--- src/rtl/logic_gate_unit.sv ---
`default_nettype none
// ============================================================================
// Module   : logic_gate_unit
// Purpose  : Bitwise gate unit behind a single-entry valid/ready register,
//            with a saturating transfer counter and a sticky illegal-op flag.
// Revision : 1.0
// ============================================================================
module logic_gate_unit #(
  parameter int WIDTH = 8,
  parameter int CNT_W = 16
) (
  input  logic             clk,
  input  logic             rst_n,
  input  logic             in_valid,
  output logic             in_ready,
  input  logic [2:0]       op,
  input  logic [WIDTH-1:0] a,
  input  logic [WIDTH-1:0] b,
  output logic             out_valid,
  input  logic             out_ready,
  output logic [WIDTH-1:0] y,
  output logic [2:0]       y_op,
  output logic             y_err,
  output logic             err_sticky,
  output logic [CNT_W-1:0] count,
  input  logic             clr_stats
);

  localparam logic [2:0] c_op_not     = 3'b000;
  localparam logic [2:0] c_op_and     = 3'b001;
  localparam logic [2:0] c_op_or      = 3'b010;
  localparam logic [2:0] c_op_nand    = 3'b011;
  localparam logic [2:0] c_op_nor     = 3'b100;
  localparam logic [2:0] c_op_xor     = 3'b101;
  localparam logic [2:0] c_op_xnor    = 3'b110;
  localparam logic [2:0] c_op_illegal = 3'b111;

  localparam logic [CNT_W-1:0] c_cnt_max = '1;

  logic             r_out_valid;
  logic [WIDTH-1:0] r_y;
  logic [2:0]       r_y_op;
  logic             r_y_err;
  logic             r_err_sticky;
  logic [CNT_W-1:0] r_count;

  logic             w_in_fire;
  logic             w_out_fire;
  logic             w_illegal;
  logic [WIDTH-1:0] w_result;

  // The register may refill on the same edge it drains.
  assign in_ready   = !r_out_valid || out_ready;
  assign w_in_fire  = in_valid && in_ready;
  assign w_out_fire = r_out_valid && out_ready;
  assign w_illegal  = (op == c_op_illegal);

  always_comb begin
    w_result = '0;
    case (op)
      c_op_not:  w_result = ~a;
      c_op_and:  w_result = a & b;
      c_op_or:   w_result = a | b;
      c_op_nand: w_result = ~(a & b);
      c_op_nor:  w_result = ~(a | b);
      c_op_xor:  w_result = a ^ b;
      c_op_xnor: w_result = ~(a ^ b);
      default:   w_result = '0;
    endcase
  end

  always_ff @(posedge clk or negedge rst_n) begin
    if (!rst_n) begin
      r_out_valid  <= 1'b0;
      r_y          <= '0;
      r_y_op       <= 3'b000;
      r_y_err      <= 1'b0;
      r_err_sticky <= 1'b0;
      r_count      <= '0;
    end else begin
      if (w_in_fire) begin
        r_out_valid <= 1'b1;
        r_y         <= w_result;
        r_y_op      <= op;
        r_y_err     <= w_illegal;
      end else if (w_out_fire) begin
        r_out_valid <= 1'b0;
      end

      // Clearing wins over a same-edge increment or sticky set.
      if (clr_stats) begin
        r_count      <= '0;
        r_err_sticky <= 1'b0;
      end else begin
        if (w_out_fire && (r_count != c_cnt_max)) begin
          r_count <= r_count + CNT_W'(1);
        end
        if (w_in_fire && w_illegal) begin
          r_err_sticky <= 1'b1;
        end
      end
    end
  end

  assign out_valid  = r_out_valid;
  assign y          = r_y;
  assign y_op       = r_y_op;
  assign y_err      = r_y_err;
  assign err_sticky = r_err_sticky;
  assign count      = r_count;

endmodule
`default_nettype wire

--- config.mk ---
export PLATFORM = sky130hd
export DESIGN_NAME = logic_gate_unit
export DESIGN_NICKNAME = d
export VERILOG_FILES = /design/src/rtl/logic_gate_unit.sv
export SDC_FILE = /design/constraint.sdc
export NUM_CORES = 1
export LEC_CHECK = 0
export ABC_AREA = 1
export CORE_ASPECT_RATIO = 1.25
export CORE_MARGIN = 2
export CORE_UTILIZATION = 40
export CTS_CLUSTER_DIAMETER = 50
export DETAILED_ROUTE_END_ITERATION = 6
export PLACE_DENSITY = 0.74
export SLEW_MARGIN = 20
export SYNTH_ARGS = -nofsm -noshare
export SYNTH_HDL_FRONTEND = slang
export SYNTH_SLANG_ARGS = --single-unit
--- constraint.sdc ---
create_clock -name clk -period 1.55 [get_ports clk]
set_input_delay 0.31 -clock clk [delete_from_list [all_inputs] [get_ports clk]]
set_output_delay 0.31 -clock clk [all_outputs]
set_load 0.01 [all_outputs]
==> flow_results.org, run 1 <==
** Status
- The flow ran to the end, and the final reports show no timing, DRC or antenna violations.

** Yosys
- Sequential area share after synthesis :: 33.2%
- The synthesized netlist devotes 40.4% of its cell area to simple gates.
- Yosys printed 0 warnings.
- Counting flops with a built-in enable in the synthesized netlist gives 0.
- Summing the areas of all xor and xnor instances in the mapped netlist gives 0.774% of the synthesized area.
- Counting every instance in the synthesized netlist gives 349.
- Adder-cell area share of the yosys netlist :: 9.40%
- After synthesis, the mean cell area works out to 6.48 um^2.
- Top-area cell type share of the netlist area :: 33.2%
- Most area-hungry cell type in the Yosys netlist :: sky130_fd_sc_hd__dfrtp_1
- Most common flop cell mapped by yosys :: sky130_fd_sc_hd__dfrtp_1
- Counting flops with an async set or reset pin after synthesis yields a share of 100%.
- By area, the combinational part of the netlist is dominated by simple AND/OR/NAND/NOR gates.
- The synthesized design contains 30 register bits.
- Post-synth cell types :: 26
- Compound-cell area share of the yosys netlist :: 6.08%
- In the synthesized netlist, mux cells make up 0.442% of the area.
- The number of nets in the synthesized netlist is 390.
- Post-synthesis cell area :: 2260 um^2
- Synth area leaders :: sky130_fd_sc_hd__dfrtp_1, sky130_fd_sc_hd__nand2_1, sky130_fd_sc_hd__ha_1

** Setup path
- Register-to-register setup slack :: 0.07 ns
- Cells on worst reg2reg path :: 9
- STA classifies the critical path startpoint as a register.
- Cell with the biggest individual delay on the critical path :: sky130_fd_sc_hd__clkdlybuf4s50_1
- In this run the worst setup path begins at y[4].
- Gate family responsible for the most delay along the worst path :: buffers and inverters
- In this run the critical register-to-register path is launched from count[10].
- FF-to-FF End :: count[9]
- Worst EP arrival :: 1.22 ns
- Critical Path Fanout Max :: 2
- STA puts the critical path data required time at 1.24 ns.
- Chain of cells forming the critical path :: clkdlybuf4s50_1
- Together, buffers and inverters on the worst path number 1.
- On the worst path, the slowest cell contributes a delay of 0.55 ns.
- Start-to-end type of the worst setup path :: reg -> out
- The worst setup path is captured at a primary output.

** Clock network
- In this run the clock root is driven by a sky130_fd_sc_hd__clkbuf_8.
- Clock-pin slew of the registers on the worst-case setup and hold paths :: 0.07 ns
- Skew-Pair Late Insertion Delay :: 0.28 ns
- Bufs on Longest Clock Path :: 2
- The H-tree was split into 2 levels.
- Number of sinks driven by the clock tree :: 30
- TritonCTS created 5 clock buffers.
- Cts-stage hold buffer count :: 0
- TritonCTS clock tree :: done

** Layout
- Cells with a size suffix above 1 make up 16.3% of the layout.
- Compared with the post-synthesis result, the final layout area differs by 48.2%.
- Most frequent standard cell in the layout excluding fill and tap cells :: sky130_fd_sc_hd__nand2_1
- Post-layout nets :: 489
- The library cells used most frequently in the layout, excluding fill and tap cells, are sky130_fd_sc_hd__nand2_1, sky130_fd_sc_hd__nor2_1, sky130_fd_sc_hd__inv_1, sky130_fd_sc_hd__buf_4, sky130_fd_sc_hd__clkdlybuf4s50_1.
- Diodes inserted :: 0

** Pwr
- Reported net switching power :: 615 uW
- Clock share of power :: 35.2%
- Register share of total power :: 39.7%
- In this run the static leakage power is 1.80 nW.
- Net switching is 27.7% of the power.
- Ratio of total power to cell area :: 662 nW/um^2
- Int Pwr :: 1.60 mW
- Summing internal, switching and leakage power gives 2.22 mW.
- Combinational logic burns 25.1% of the power.
- Peak VDD IR :: 0.283 mV

** Worst hold path
- In this run the worst hold path is classified as in -> async.

** Die
- For this configuration, the core starts out at a cell density of 41.6%.
- Number of core rows :: 30
- Floorplan core area :: 5440 um^2
- Die extent in y :: 88.1 um
- The die covers 6280 um^2.
- The die is 71.3 um wide.
- # IOs :: 55

** STA
- On the final layout, the worst hold slack is 0.426 ns.
- At the pin with the least slew margin, the transition time is 0.387 ns.
- Setup violations remaining at the end of the flow were counted as 0.
- Summed over all failing endpoints, the final setup total negative slack is 0 ns.
- The worst path in the final design needs a cycle of 1.53 ns, including I/O delays and setup.
- Between clock sinks in the finished design, the worst skew comes to 0.00345 ns.
- The worst path uses 98.6% of the clock period.
- Final count of pins violating max slew :: 0
- Setup repair after global routing could not meet its margin everywhere.
- The final-report hold violation count was 0.
- Slew margin rel. :: 74.2%
- Static timing analysis puts the maximum clock frequency at 0.655 GHz.

** Global route
- In the global route stage, overall resource usage came out at 20.5%.
- The first global-routing pass estimated 10,400 um of wire.
- Overall overflow remaining after global route :: 0
- Initial antenna violation count :: 0
- Entering global routing, the biggest net connects 31 pins.
- The via count of the first global-routing pass came to 2,407.

** Drt
- Post-route DRC violation count :: 0
- For this block, the initial DRC count from the detailed router was 182.
- Mean routed wirelength per cell :: 12.1 um
- The routed design has 6190 um of wire.
- Once detail routing completed, the nets flagged for antenna violations numbered 0.
- The routed layout has 2,517 vias.
- Vias per std cell :: 4.91
- The first TritonRoute pass finished after 4 iterations.

** Job
- Count of maximum capacitance violations :: 0

** Place
- Routability congestion estimate from global placement :: 0.966
- During placement, the flow inserted port buffers numbering 54.
- Detailed-placement wirelength estimate :: 4580 um
[worst max path at each step]
| stage | slack, ns | to | depth (start not counted) |
|---|---|---|---|
| 2_1_floorplan | 0.007 | count[8] | 10 |
| 3_3_place_gp | -0.30 | y[0] | 8 |
| 3_5_place_dp | -0.34 | y[0] | 8 |
| 4_1_cts | 0.02 | y_err | 1 |
| 5_1_grt | -0.03 | count[13] | 9 |
| 6_report | 0.02 | y[4] | 1 |
[cells by family (layout without fill, tap and decap cells)]
| logic type | Yosys count | after routing |
|---|---|---|
| adders and majority gates | 17 | 17 |
| xor gates and xnor gates | 2 | 2 |
| muxes | 1 | 1 |
| DFF | 30 | 30 |
| buffers and inverters | 55 | 155 |
| and+or+nand+nor | 218 | 218 |
| AOI/OAI and AO/OA | 26 | 26 |
[worst reg2reg max path, cell delays in order (launching register included)]
cell	delay, ns
sky130_fd_sc_hd__dfrtp_1	0.37
sky130_fd_sc_hd__buf_4	0.14
sky130_fd_sc_hd__nand2_1	0.08
sky130_fd_sc_hd__nor2_2	0.13
sky130_fd_sc_hd__nand2_1	0.10
sky130_fd_sc_hd__nor2_4	0.15
sky130_fd_sc_hd__nor2_1	0.08
sky130_fd_sc_hd__buf_4	0.17
sky130_fd_sc_hd__nand3b_1	0.08
sky130_fd_sc_hd__nand2_1	0.06
[registers in the layout, indices dropped and copies added (netlist names)]
register / count
out_valid: 1
y_op: 3
y_err: 1
err_sticky: 1
y: 8
count: 16
[synthesized netlist by cell type, types with 2 or more instances]
cell type and n:
sky130_fd_sc_hd__dfrtp_1 30, sky130_fd_sc_hd__nand3_1 21, sky130_fd_sc_hd__nor2_4 2, sky130_fd_sc_hd__ha_1 17, sky130_fd_sc_hd__nor2_2 2, sky130_fd_sc_hd__nor2_1 55
sky130_fd_sc_hd__nand4_1 10, sky130_fd_sc_hd__nor3_1 10, sky130_fd_sc_hd__xor2_1 2, sky130_fd_sc_hd__a21oi_1 3, sky130_fd_sc_hd__nand2_1 115, sky130_fd_sc_hd__o21ai_0 20
sky130_fd_sc_hd__buf_2 3, sky130_fd_sc_hd__inv_1 47
[routing by layer]
metal | up-vias | track usage (%) | wire [um]
met5 | - | 0 | 0
met4 | 0 | 7.03 | 53
met3 | 6 | 3.57 | 309
met2 | 91 | 37.4 | 3260
met1 | 1132 | 24.2 | 2570
li1 | 1288 | - | -
[timing repair]
item	CTS	global route
hold endpoints to repair	0	0
pin swaps	0	5
resized for setup	15	16
setup endpoints to repair	33	26
setup buffers	9	2
[layout make-up]
type / count / area, um^2
Clock buffer: 6 / 72.6
Clock inverter: 2 / 37.5
Fill cell: 491 / 2090
Inverter: 49 / 189
Multi-Input combinational cell: 264 / 1330
Sequential cell: 30 / 758
Tap cell: 64 / 80.1
Timing Repair Buffer: 98 / 883
[through the flow]
| step | cells | instance area [um^2] | utilization, % | setup WS, ns |
|---|---|---|---|---|
| finish | 513 | 3350 | 61.6 | 0.0224 |
| global route | 513 | 3350 | 61.6 | -0.0349 |
| CTS | 511 | 3290 | 60.4 | 0.0201 |
| detailed placement | 494 | 3110 | 57.1 | -0.341 |
| global placement | 494 | 3110 | 57.1 | -0.299 |
| floorplan | 349 | 2270 | - | 0.00658 |
[power by group through the flow]
| stage | Combinational, mW | Clock [mW] | Sequential [mW] |
|---|---|---|---|
| after floorplan | 0.211 | 0 | 0.914 |
| after global placement | 0.546 | 0 | 0.893 |
| after detailed placement | 0.556 | 0 | 0.892 |
| after CTS | 0.555 | 0.796 | 0.879 |
| after global routing | 0.623 | 0.831 | 0.883 |
| final | 0.557 | 0.782 | 0.879 |
Power figures use the tool's default switching activity.
==> run 2: changes to the inputs <==
CTS_BUF_LIST = sky130_fd_sc_hd__clkbuf_4   (was not set)
CTS_CLUSTER_DIAMETER = 60   (was 50)
GPL_TIMING_DRIVEN = 0   (was not set)
==> run 2 against run 1 <==
The run now ends with hold timing, setup timing left. Critical path depth increased by 9. Hold slack got worse by 0.44 ns. Largest cell class unchanged. Sequential share of layout area rose by 0.50 points.
==> flow_results.org, run 2 (synthesis results as in run 1) <==
** Status
- The run finished, with violations left.
- Violated checks :: hold timing, setup timing

** Global route
- Initial antenna violation count :: 0
- The via count of the first global-routing pass is 2,387.
- Summed over all layers, the global routing overflow is 0.
- The first global-routing pass estimated 10,400 um of wire.
- Maximum number of pins on one net before global-route repair :: 31
- Global-route total usage across every layer :: 20.8%

** Drt
- After the first detailed-routing iteration, the DRC count stood at 211.
- The routed layout has 2,493 vias.
- Sum of routed wire length over all layers :: 6290 um
- Using the TritonRoute via totals, the vias-per-cell ratio works out to 5.03.
- Antenna Nets Post-Route :: 0
- After detailed routing, the number of remaining DRC violations is 0.
- Mean routed wirelength per cell :: 12.7 um
- First-pass DRT Iterations :: 5

** STA
- Slew @ Worst Pin :: 0.665 ns
- Based on the critical path, the design can be clocked at up to 0.637 GHz.
- The final max-slew violation count came to 0.
- Setup total negative slack on the finished layout was measured at -0.0254 ns.
- Share of the clock period used by the worst path after layout :: 101%
- Slew margin rel. :: 55.7%
- Fin crit period :: 1.57 ns
- Once routing completed, OpenROAD measured the worst setup slack at -0.0211 ns.
- Worst hold slack after final layout :: -0.0111 ns
- Setup violations remaining at the end of the flow were counted as 3.
- Maximum clock skew at final layout :: 0.0111 ns
- Setup repair after global routing could not meet its margin everywhere.
- The final-report hold violation count is 7.

** Setup path
- Worst EP arrival :: 1.80 ns
- Crit Reg-Reg Startpoint :: count[0]
- STA classifies the critical path startpoint as a register.
- Counting cells, the worst reg-to-reg path comes to 10.
- Along the worst path, the maximum fanout reaches 5.
- For the worst setup path, the data required time is 1.78 ns.
- Crit path capture type :: register
- The worst setup path is of the reg -> reg kind.
- Register-to-register setup slack :: -0.02 ns
- The endpoint identified for the worst register-to-register timing path is count[8].

** Layout
- Share of final-layout standard cells stronger than drive strength 1 :: 17.1%
- Fillcell total :: 479
- From synthesis to final layout, the design area changed by 44.5%.
- 0 antenna diodes ended up in the layout.
- The library cells used most frequently in the layout, excluding fill and tap cells, are sky130_fd_sc_hd__nand2_1, sky130_fd_sc_hd__nor2_1, sky130_fd_sc_hd__inv_1, sky130_fd_sc_hd__dlygate4sd2_1, sky130_fd_sc_hd__dfrtp_1.
- Post-layout nets :: 472
- Summing all flip-flop and latch instances after layout gives 756 um^2.
- Largest register FFs :: 16
- Most frequent standard cell in the layout excluding fill and tap cells :: sky130_fd_sc_hd__nand2_1
- Area of the multi-input gates :: 1420 um^2

** Clock network
- Clock tree synthesis selected as its root buffer the cell sky130_fd_sc_hd__clkbuf_4.
- The H-tree was split into 2 levels.
- TritonCTS clock tree :: done
- No sink is reached through more buffers than the 2 on the longest clock path.
- Number of sinks driven by the clock tree :: 30
- CTS buffer count :: 5
- At the later pin of the worst-skew pair, clock insertion delay measures 0.34 ns.
- Clock-pin slew of the registers on the worst-case setup and hold paths :: 0.10 ns

** Die
- The floorplan has 30 rows.
- Die extent in y :: 88.1 um
- During I/O placement, the number of pins put on the boundary was 55.
- The region available for standard cell placement spans 5440 um^2.
- The die is 71.3 um wide.
- Initial Util :: 41.6%
- Die ar. :: 6280 um^2

** Pwr
- Summed over all cells, the static leakage comes to 1.82 nW.
- Ratio of total power to cell area :: 627 nW/um^2
- Total power of the final layout :: 2.05 mW
- Peak VDD IR :: 0.286 mV

** Job
- Count of maximum capacitance violations :: 0

** Place
- Port buffering added 52 buffers.
- Routability congestion estimate from global placement :: 0.849
- After legalization and detailed placement, the total HPWL measured 4390 um.

** Worst hold path
- The tightest min-delay check is of the in -> async type.
## run 2: worst max-delay path: stages, from the launching register on
cell and delay [ns]:
sky130_fd_sc_hd__dfrtp_1 0.44, sky130_fd_sc_hd__ha_4 0.20, sky130_fd_sc_hd__nand2_4 0.07, sky130_fd_sc_hd__nor2_4 0.05, sky130_fd_sc_hd__nand2_2 0.08, sky130_fd_sc_hd__nor2_4 0.06, sky130_fd_sc_hd__o21ai_4 0.18, sky130_fd_sc_hd__clkinv_4 0.11
sky130_fd_sc_hd__clkbuf_16 0.17, sky130_fd_sc_hd__nand2_1 0.06, sky130_fd_sc_hd__nand2_1 0.06
## run 2: worst max-delay path by stage
stage / from / endpoint / slack (ns) / cells past startpoint
final: count[0] / count[8] / -0.02 / 10
after global routing: count[7] / count[8] / -0.09 / 10
after CTS: count[13] / count[13] / 0.004 / 1
after detailed placement: op[1] / y[3] / -0.39 / 9
after global placement: rst_n / y[6] / -0.36 / 1
after floorplan: count[0] / count[8] / 0.007 / 10
## run 2: power breakdown
part	switching, mW	total (mW)	internal, mW
Combinational	0.284	0.522	0.238
Clock	0.272	0.649	0.377
Sequential	0.0402	0.879	0.839
## run 2: through the flow
stage | instance area, um^2 | util (%) | setup WS, ns | cells | hold slack (ns)
2_1_floorplan | 2270 | - | 0.00658 | 349 | 0.0144
4_1_cts | 3070 | 56.3 | 0.00418 | 490 | 0.00413
5_1_grt | 3270 | 60.0 | -0.0901 | 496 | 0.0434
3_3_place_gp | 2870 | 52.8 | -0.361 | 465 | 0.474
6_report | 3270 | 60.0 | -0.0211 | 496 | -0.0111
3_5_place_dp | 2870 | 52.7 | -0.394 | 465 | 0.387
## run 2: final cells by class
cell class / count / share of cell area, %
Inverter: 49 / 5.78
Tap cell: 64 / 2.45
Clock buffer: 7 / 1.61
Timing Repair Buffer: 75 / 21.4
Clock inverter: 1 / 0.919
Multi-Input combinational cell: 264 / 43.4
Sequential cell: 30 / 23.1
Buffer: 6 / 1.38
## run 2: layer usage
metal  vias to the layer above  wire length, um  GRT usage (%)
li1                       1262                -              -
met1                      1133             2500           21.5
met2                        83             3290           40.2
met3                        15              334           3.57
met4                         0              165           9.78
met5                         -                0              0
## run 2: timing repair
| action | in CTS | in global routing |
|---|---|---|
| gates cloned | 0 | 2 |
| endpoints found under the setup margin | 50 | 27 |
| hold buffers | 0 | 0 |
| pin swaps | 3 | 11 |
| buffers inserted | 17 | 4 |
| endpoints found under the hold margin | 0 | 0 |
| resized for setup | 39 | 39 |
==> run 3: changes to the inputs <==
GPL_ROUTABILITY_DRIVEN = 0   (was not set)
==> results of run 3 <==
No change in the layout: final DEF, timing and power equal those of run 2.
